[src/rtl/descrypt_dispatch_pkg.sv]
// Shared constants and types for the descrypt input-side dispatcher.
//   DIN_MSB        : MSB of the broadcast data word (DIN_WIDTH = DIN_MSB + 1)
//   JOB_WORDS_DEF  : default number of words per crypt job
//   state_e        : dispatcher FSM encodings (IDLE, SEND, DONE)
package descrypt_dispatch_pkg;

    localparam int DIN_MSB       = 15;
    localparam int JOB_WORDS_DEF = 8;

    typedef enum logic [1:0] {
        ST_IDLE = 2'd0,
        ST_SEND = 2'd1,
        ST_DONE = 2'd2
    } state_e;

endpackage

[src/rtl/descrypt_dispatch_rr_select.sv]
// Round-robin first-eligible finder (purely combinational).
//   elig_i  : per-core eligibility mask
//   ptr_i   : index where the search starts (wraps modulo N_CORES)
//   idx_o   : first eligible core at or after ptr_i
//   found_o : at least one core is eligible
module rr_select #(
    parameter int N_CORES = 4,
    parameter int IDX_W   = 2
) (
    input  logic [N_CORES-1:0] elig_i,
    input  logic [IDX_W-1:0]   ptr_i,
    output logic [IDX_W-1:0]   idx_o,
    output logic               found_o
);

    logic [IDX_W-1:0] pos;

    always_comb begin
        idx_o   = '0;
        found_o = 1'b0;
        pos     = '0;
        for (int k = 0; k < N_CORES; k++) begin
            pos = IDX_W'((int'(ptr_i) + k) % N_CORES);
            if (!found_o && elig_i[pos]) begin
                found_o = 1'b1;
                idx_o   = pos;
            end
        end
    end

endmodule

[src/rtl/descrypt_dispatch.sv]
// Input-side scheduler for the descrypt core array.
// Accepts job words from the host stream, picks a free core by round-robin
// and broadcasts each whole job on din/addr_in with a one-hot wr_en.
//   CORE_CLK, rst            : clock, asynchronous active-high reset
//   in_data/in_addr/in_valid : upstream job words; in_ready accepts them
//   din/addr_in/wr_en        : registered broadcast bus and write strobe
//   crypt_ready/core_idle/err_core : per-core status
//   all_idle/err_seq/err_any : aggregated status for the host
//   cur_core                 : index of the core currently being written
module descrypt_dispatch
    import descrypt_dispatch_pkg::*;
#(
    parameter int  N_CORES   = 4,
    parameter int  DIN_WIDTH = DIN_MSB + 1,
    parameter int  JOB_WORDS = JOB_WORDS_DEF,
    parameter int  HOLDOFF   = 4,
    localparam int IDX_W     = (N_CORES > 1) ? $clog2(N_CORES) : 1
) (
    input  logic                 CORE_CLK,
    input  logic                 rst,
    input  logic [DIN_WIDTH-1:0] in_data,
    input  logic [2:0]           in_addr,
    input  logic                 in_valid,
    output logic                 in_ready,
    output logic [DIN_WIDTH-1:0] din,
    output logic [2:0]           addr_in,
    output logic [N_CORES-1:0]   wr_en,
    input  logic [N_CORES-1:0]   crypt_ready,
    input  logic [N_CORES-1:0]   core_idle,
    input  logic [N_CORES-1:0]   err_core,
    output logic                 all_idle,
    output logic                 err_seq,
    output logic                 err_any,
    output logic [IDX_W-1:0]     cur_core
);

    localparam int         HOLD_W    = $clog2(HOLDOFF + 1);
    localparam logic [2:0] LAST_WORD = 3'(JOB_WORDS - 1);

    state_e             state_q;
    logic [2:0]         word_cnt_q;
    logic [IDX_W-1:0]   rr_q;
    logic [HOLD_W-1:0]  hold_q [N_CORES];

    logic [N_CORES-1:0] elig;
    logic [N_CORES-1:0] cur_onehot;
    logic [IDX_W-1:0]   sel_idx;
    logic               sel_found;
    logic [IDX_W-1:0]   rr_d;

    // A core just written stays excluded until its holdoff counter drains,
    // covering the wrapper's input/ready register stages.
    always_comb begin
        elig = '0;
        for (int i = 0; i < N_CORES; i++) begin
            elig[i] = crypt_ready[i] & ~err_core[i] & (hold_q[i] == '0);
        end
    end

    always_comb begin
        cur_onehot           = '0;
        cur_onehot[cur_core] = 1'b1;
    end

    assign rr_d = (int'(cur_core) == N_CORES - 1) ? '0 : cur_core + 1'b1;

    rr_select #(
        .N_CORES (N_CORES),
        .IDX_W   (IDX_W)
    ) u_rr_select (
        .elig_i  (elig),
        .ptr_i   (rr_q),
        .idx_o   (sel_idx),
        .found_o (sel_found)
    );

    always_ff @(posedge CORE_CLK or posedge rst) begin
        if (rst) begin
            state_q    <= ST_IDLE;
            word_cnt_q <= '0;
            rr_q       <= '0;
            cur_core   <= '0;
            in_ready   <= 1'b0;
            din        <= '0;
            addr_in    <= '0;
            wr_en      <= '0;
            all_idle   <= 1'b0;
            err_seq    <= 1'b0;
            err_any    <= 1'b0;
            for (int i = 0; i < N_CORES; i++) begin
                hold_q[i] <= '0;
            end
        end else begin
            wr_en <= '0;

            for (int i = 0; i < N_CORES; i++) begin
                if (state_q == ST_DONE && int'(cur_core) == i) begin
                    hold_q[i] <= HOLD_W'(HOLDOFF);
                end else if (hold_q[i] != '0) begin
                    hold_q[i] <= hold_q[i] - 1'b1;
                end
            end

            // Reported idle only when the FSM will sit in IDLE next cycle.
            all_idle <= (&core_idle) &&
                        ((state_q == ST_IDLE && !sel_found) || state_q == ST_DONE);
            err_any  <= (|err_core) || err_seq;

            case (state_q)
                ST_IDLE: begin
                    if (sel_found) begin
                        cur_core   <= sel_idx;
                        word_cnt_q <= '0;
                        in_ready   <= 1'b1;
                        state_q    <= ST_SEND;
                    end
                end
                ST_SEND: begin
                    // Once granted, the job is locked to cur_core regardless
                    // of that core's ready/error flags.
                    if (in_valid) begin
                        din        <= in_data;
                        addr_in    <= in_addr;
                        wr_en      <= cur_onehot;
                        word_cnt_q <= word_cnt_q + 1'b1;
                        if (in_addr != word_cnt_q) begin
                            err_seq <= 1'b1;
                        end
                        if (word_cnt_q == LAST_WORD) begin
                            in_ready <= 1'b0;
                            state_q  <= ST_DONE;
                        end
                    end
                end
                ST_DONE: begin
                    rr_q    <= rr_d;
                    state_q <= ST_IDLE;
                end
                default: begin
                    in_ready <= 1'b0;
                    state_q  <= ST_IDLE;
                end
            endcase
        end
    end

endmodule

[config.mk]
export PLATFORM = sky130hd
export DESIGN_NAME = descrypt_dispatch
export DESIGN_NICKNAME = d
export VERILOG_FILES = /design/src/rtl/descrypt_dispatch_pkg.sv /design/src/rtl/descrypt_dispatch_rr_select.sv /design/src/rtl/descrypt_dispatch.sv
export SDC_FILE = /design/constraint.sdc
export NUM_CORES = 1
export LEC_CHECK = 0
export CORE_MARGIN = 3
export CORE_UTILIZATION = 43
export CTS_CLUSTER_DIAMETER = 80
export DETAILED_ROUTE_END_ITERATION = 6
export PLACE_DENSITY = 0.87
export SYNTH_ARGS = -nofsm -noshare
export SYNTH_HDL_FRONTEND = slang
export SYNTH_SLANG_ARGS = --single-unit
[constraint.sdc]
create_clock -name CORE_CLK -period 1.6 [get_ports CORE_CLK]
set_input_delay 0.32 -clock CORE_CLK [delete_from_list [all_inputs] [get_ports CORE_CLK]]
set_output_delay 0.32 -clock CORE_CLK [all_outputs]
set_load 0.005 [all_outputs]
==> metrics.yaml, run 1 <==
status: "complete, but fails checks"
violations: "negative setup slack"
start_util_pct: 46.4
grt_pass1_vias: 1946
nets: 371
setup-violations-final: 7
cap_violations: 0
grt_max_degree: 49
yosys.area_share.xor_xnor_pct: 2.68
use_met3_pct: 4.42
final_area_sq_um: 3420
fp.dieH_um: 79.0
r2r_end: "word_cnt_q[1]"
wl_per_cell_um: 14.8
regToRegStartpoint: "hold_q[9]"
fmax_mhz: 586
grt_setup_unrepaired: "yes"
grt_antenna_before_repair: 0
synth_top_area_cell: "dfrtp_1"
synth_cell_types: 39
cp_max_fo: 4
synth_flop_cell: "dfrtp_1"
insertion_delay_ns: 0.30
ff2ff_path_depth: 7
period_share_pct: 107
io_buffers: 62
area_growth_pct: 49.2
wl_um: 5770
synth_top_area_share_pct: 52.4
regArea_sq_um: 1200
cts_buffers: 5
grt_busiest_layer: "met2"
layout_setup_ws_ns: -0.105
yosys.area_share.adder_pct: 7.65
coreArea_sq_um: 4940
grt_usage_pct: 19.1
fillers: 363
cts-root-buf: "clkbuf_8"
ios: 63
final.setup.tns_ns: -0.308
synth_cells: 228
holdCritPathClass: "in2async"
synth_compound_area_share_pct: 9.94
fin_crit_ns: 1.71
required_ns: 1.80
finalClockSkew_ns: 0.00539
firstDrtPassIters: 4
end_kind: "flop"
ir_worst_vdd_uv: 1230
rows: 25
final_max_slew_viol_count: 0
layout-drive-gt1-share_pct: 19.8
yosys-top-cells-area: "dfrtp_1 52%, nand2_1 10%, ha_1 7.6%, inv_1 2.9%, xnor2_1 2.7%"
clk_pin_slew_worst_paths_ns: 0.09
critical_path_class: "reg2reg"
dieArea_sq_um: 6240
die_w_um: 79.0
htreeDepth: 2
num_antenna_cells: 0
grt_first_pass_wirelength_um: 9190
synth_top_family_by_area: "simple AND/OR/NAND/NOR gates"
hold_viol: 0
hpwl_um: 3990
muxShareOfSynthArea_pct: 1.80
worst_setup_path_start_kind: "flop"
synth_most_common_cell: "nand2_1"
power.density_nw_per_um2: 1660
syn_area_per_cell_sq_um: 10.0
met1_usage_pct: 21.7
leakage_uw: 0.00159
async_reset_ff_share_pct: 100
synth_edf_count: 0
drc_errors: 0
slew_headroom_pct: 76.8
synth-simple-area-share_pct: 21.1
rrSetupSlack_ns: -0.11
gp_congestion: 0.813
placed_cell_area_sq_um: 3130
synth-warning-count: 0
ys_seq_area_share_pct: 52.4
vias: 1975
drtIter0Drc: 122
cts_buffer_depth: 2
grt_overflow: 0
synth_common_cells: "64 x nand2_1, 48 x dfrtp_1, 18 x inv_1, 14 x ha_1, 12 x nor2_1"
startpoint: "hold_q[9]"
use_met2_pct: 34.7
ant_nets: 0
netlist_area_sq_um: 2290
worstMarginPinSlew_ns: 0.345
cts_sinks: 48
syn_nets: 276
cts_tree: "built"
endpoint: "word_cnt_q[1]"
vias_per_cell: 5.05
synth-seq-cells: 48
cp.arrival_ns: 1.90
hold_buffers: 0
multiInputGateArea_sq_um: 1040
[critical path: stages, from the launching register on]
cell,delay [ns]
dfrtp_1,0.40
inv_2,0.09
ha_4,0.14
and4bb_4,0.28
nor4_4,0.07
buf_4,0.14
a21o_4,0.20
a221o_1,0.28
[timing repair]
item | CTS | global route
buffers inserted | 6 | 9
pin swaps | 11 | 7
endpoints found under the setup margin | 10 | 10
resized for setup | 10 | 9
hold endpoints to repair | 0 | 0
[layout make-up]
class | instances | area share, %
flip-flops and latches | 48 | 35.2
multi-input cells | 155 | 30.5
repair buffers | 95 | 26.6
well taps | 67 | 2.45
clock buffers | 5 | 2.01
inverters | 18 | 1.98
clock inverters | 3 | 1.24
[cells in the final DEF, fill, tap and decap left out, types with 2 or more instances in the layout]
| cell type | Yosys | final |
|---|---|---|
| o21ai_0 | 2 | 2 |
| a221oi_1 | 4 | 4 |
| dfrtp_1 | 48 | 47 |
| inv_2 | 0 | 9 |
| nand3b_1 | 2 | 2 |
| and4bb_4 | 3 | 3 |
| inv_1 | 18 | 9 |
| o22a_1 | 2 | 2 |
| ha_1 | 14 | 10 |
| mux2i_1 | 3 | 3 |
| nand2_1 | 64 | 64 |
| xnor2_1 | 7 | 7 |
| buf_4 | 0 | 29 |
| ha_4 | 0 | 4 |
| a21oi_1 | 6 | 5 |
| a22oi_1 | 4 | 4 |
| and2_1 | 5 | 5 |
| nor3_1 | 2 | 2 |
| buf_12 | 0 | 3 |
| o21ai_1 | 5 | 5 |
| clkbuf_8 | 0 | 5 |
| clkdlybuf4s50_1 | 0 | 62 |
| nor2_1 | 12 | 12 |
[registers in the layout, indices dropped and copies added (netlist names), 2 cells and up]
| register | count |
|---|---|
| addr_in | 3 |
| wr_en | 4 |
| rr_q | 2 |
| cur_core | 2 |
| hold_q | 12 |
| word_cnt_q | 3 |
| din | 16 |
| state_q | 2 |
[metrics by stage]
step                      hold WS, ns  power, uW  util (%)  cells  setup WS, ns
after floorplan                 0.413       3260         -    228        0.0308
after global placement          0.456       4270      63.4    368        -0.216
after detailed placement        0.462       4400      63.4    368        -0.246
after CTS                       0.381       5430      67.2    382       -0.0869
after global routing            0.387       6090      69.1    391        -0.141
final                           0.376       5670      69.1    391        -0.105
[routing by layer]
metal / part of all wire [%] / wire (um)
met5: 0 / 0
met4: 1.8 / 106
met3: 5.0 / 290
met2: 52 / 2990
met1: 41 / 2380
[power breakdown]
group / leakage (uW) / switching, uW / internal (uW)
clock network: 0.0000541 / 420 / 463
registers: 0.000585 / 339 / 1690
logic: 0.000950 / 1170 / 1590
total: 0.00159 / 1920 / 3750
[logic make-up (layout without fill, tap and decap cells)]
family,Yosys count,count (layout)
AO/OA/AOI/OAI,32,32
XOR/XNOR,7,7
adder cells (fa/ha/maj),14,14
buffers and inverters,25,121
flip-flops,48,48
multiplexers,4,4
AND/OR/NAND/NOR,98,98
[how the worst min path moves through the flow]
| stage | start | end | slack [ns] |
|---|---|---|---|
| finish | rst | din[13] | 0.38 |
| global route | rst | din[13] | 0.39 |
| CTS | rst | din[13] | 0.38 |
| detailed placement | din[11] | din[11] | 0.46 |
| global placement | addr_in[0] | addr_in[0] | 0.46 |
| floorplan | err_core[3] | err_any | 0.41 |
Power figures use the tool's default switching activity.
==> run 2, diff against run 1 <==
--- a/config.mk
+++ b/config.mk
@@ -13,3 +13,4 @@
 export SYNTH_ARGS = -nofsm -noshare
 export SYNTH_HDL_FRONTEND = slang
 export SYNTH_SLANG_ARGS = --single-unit
+export TNS_END_PERCENT = 1
==> run 2 against run 1 <==
  * The flow still finishes with violations (negative setup slack)
  * Die area unchanged
  * Worst setup slack gained 0.0027 ns
  * Final area down 0.22%
  * Clock power hardly changed
  * Flip-flop and latch count is the same
  * Critical path type unchanged
  * Via count rose by 0.30%
  * Worst hold slack lost 0.0041 ns
  * Count of clock-buffer cells in the layout unchanged
  * Sequential share of layout area up 0.078 points
  * Sequential power hardly changed
  * Combinational power is essentially flat
==> metrics.yaml, run 2 (synthesis results as in run 1) <==
startpoint: "hold_q[9]"
nets: 370  # -0.27%
ff2ff_path_depth: 7  # unchanged
layout-drive-gt1-share_pct: 19.5  # -0.25 points
final_cell_mix: "64 x nand2_1, 59 x clkdlybuf4s50_1, 47 x dfrtp_1, 29 x buf_4, 12 x nor2_1"
routed.top_layer: "met4"
rows: 25  # unchanged
wl_met2_um: 2930  # -2.0%
ios: 63  # unchanged
gp_congestion: 0.813  # unchanged
cts_sinks: 48  # unchanged
worstMarginPinSlew_ns: 0.324  # -0.0206 ns
r2r_end: "word_cnt_q[1]"
wl_met3_um: 334  # +15%
max_stage_delay_ns: 0.40  # about the same
grt_pass1_vias: 1937  # -0.46%
fillers: 363  # unchanged
htreeDepth: 2  # unchanged
fin_hold_ws_ns: 0.372  # -0.00411 ns
power.density_nw_per_um2: 1660  # about the same
end_kind: "flop"
fin_crit_ns: 1.70  # -0.00273 ns
grt_first_pass_wirelength_um: 9160  # -0.37%
cts_buffers: 5  # unchanged
cts-root-buf: "clkbuf_8"
endpoint: "word_cnt_q[1]"
rrSetupSlack_ns: -0.10  # about the same
holdCritPathClass: "in2async"
regToRegStartpoint: "hold_q[9]"
crit_path_top_delay_cell: "dfrtp_1"
hold_viol: 0  # unchanged
grt_overflow: 0  # unchanged
cap_violations: 0  # unchanged
clk_pin_slew_worst_paths_ns: 0.09  # about the same
fmax_mhz: 587  # +0.16%
drtIter0Drc: 108  # -11%
final_common_cell: "nand2_1"
hold_buffers: 0  # unchanged
coreArea_sq_um: 4940  # unchanged
cts_buffer_depth: 2  # unchanged
reg_top3: "din x16, hold_q x12, wr_en x4"
fin_cells: 390  # -0.26%
io_buffers: 62  # unchanged
start_util_pct: 46.4  # unchanged
grt_usage_pct: 18.9  # -0.19 points
fp.dieH_um: 79.0  # unchanged
worst_setup_path_start_kind: "flop"
firstDrtPassIters: 4  # unchanged
layout_setup_ws_ns: -0.103  # +0.00273 ns
grt_antenna_before_repair: 0  # unchanged
regArea_sq_um: 1200  # unchanged
final_max_slew_viol_count: 0  # unchanged
wl_um: 5820  # +0.81%
cts_tree: "built"
setup-violations-final: 4  # -3
area_growth_pct: 48.8
critical_path_class: "reg2reg"
num_antenna_cells: 0  # unchanged
dieArea_sq_um: 6240  # unchanged
leakage_uw: 0.00161  # +1.2%
worstPathCellList: "inv_2, ha_4, and4bb_4, nor4_4, buf_4, a21o_4, a221o_1"
period_share_pct: 106  # -0.17 points
multiInputGateArea_sq_um: 1040  # unchanged
largest_register_ffs: 16  # unchanged
status: "complete, but fails checks"
wl_met1_um: 2420  # +1.8%
total_power_uw: 5660  # -0.17%
top_register: "din"
ir_worst_vdd_uv: 1220  # -0.37%
cp_max_fo: 4  # unchanged
required_ns: 1.80  # about the same
ant_nets: 0  # unchanged
finalClockSkew_ns: 0.00661  # +0.00122 ns
grt_max_degree: 49  # unchanged
drc_errors: 0  # unchanged
insertion_delay_ns: 0.31  # about the same
violations: "negative setup slack"
die_w_um: 79.0  # unchanged
pre_cts_ws_ns: -0.246  # unchanged
slew_headroom_pct: 78.2  # +1.4 points
grt_setup_unrepaired: "yes"
wl_per_cell_um: 14.9  # +1.1%
cp.arrival_ns: 1.90  # about the same
vias_per_cell: 5.08  # +0.56%
vias: 1981  # +0.30%
place_inst: 368  # unchanged
hpwl_um: 3990  # unchanged
[run 2: layer usage]
| layer | track usage (%) | up-vias |
|---|---|---|
| met4 | 6.87 | 0 |
| met1 | 21.6 | 952 |
| met5 | 0 | - |
| li1 | - | 943 |
| met2 | 34.1 | 73 |
| met3 | 4.42 | 13 |
[run 2: cell type report]
| class | count | share of cell area [%] |
|---|---|---|
| Sequential cell | 48 | 35.3 |
| Multi-Input combinational cell | 155 | 30.6 |
| Timing Repair Buffer | 94 | 26.5 |
| Tap cell | 67 | 2.46 |
| Clock buffer | 5 | 2.02 |
| Inverter | 18 | 1.98 |
| Clock inverter | 3 | 1.25 |
[run 2: worst max-delay path, delay by kind of cell (launching register included)]
| family | cells | cell delay [ns] |
|---|---|---|
| flip-flops | 1 | 0.40 |
| AO/OA/AOI/OAI | 2 | 0.48 |
| adder cells (fa/ha/maj) | 1 | 0.14 |
| AND/OR/NAND/NOR | 2 | 0.34 |
| buffers and inverters | 2 | 0.23 |
[run 2: metrics by stage]
step           setup TNS, ns  utilization (%)  cell area (sq um)
4_1_cts               -0.108             66.5               3290
5_1_grt               -0.682             69.0               3410
2_1_floorplan              0                -               2290
6_report              -0.169             69.0               3410
3_3_place_gp           -1.24             63.4               3130
3_5_place_dp           -1.55             63.4               3130
[run 2: repair_timing]
action,in CTS,in global routing
endpoints found under the setup margin,10,10
pin swaps,9,5
buffers inserted,2,12
gates resized for setup,11,10
[run 2: worst min-delay path by stage]
stage                 endpoint  slack (ns)  depth (start not counted)
global route           din[13]        0.39                          3
floorplan              err_any        0.41                          2
CTS                    din[13]        0.38                          3
finish                 din[13]        0.37                          3
detailed placement     din[11]        0.46                          2
global placement    addr_in[0]        0.46                          2
[run 2: power by group]
| part | switching, uW | internal, uW |
|---|---|---|
| registers | 352 | 1690 |
| clock network | 417 | 463 |
| logic | 1170 | 1570 |
==> run 3, diff against run 2 <==
--- a/config.mk
+++ b/config.mk
@@ -10,6 +10,7 @@
 export CTS_CLUSTER_DIAMETER = 80
 export DETAILED_ROUTE_END_ITERATION = 6
 export PLACE_DENSITY = 0.87
+export SLEW_MARGIN = 10
 export SYNTH_ARGS = -nofsm -noshare
 export SYNTH_HDL_FRONTEND = slang
 export SYNTH_SLANG_ARGS = --single-unit
==> results of run 3 <==
Final layout, timing and power as in run 2 (identical DEF).
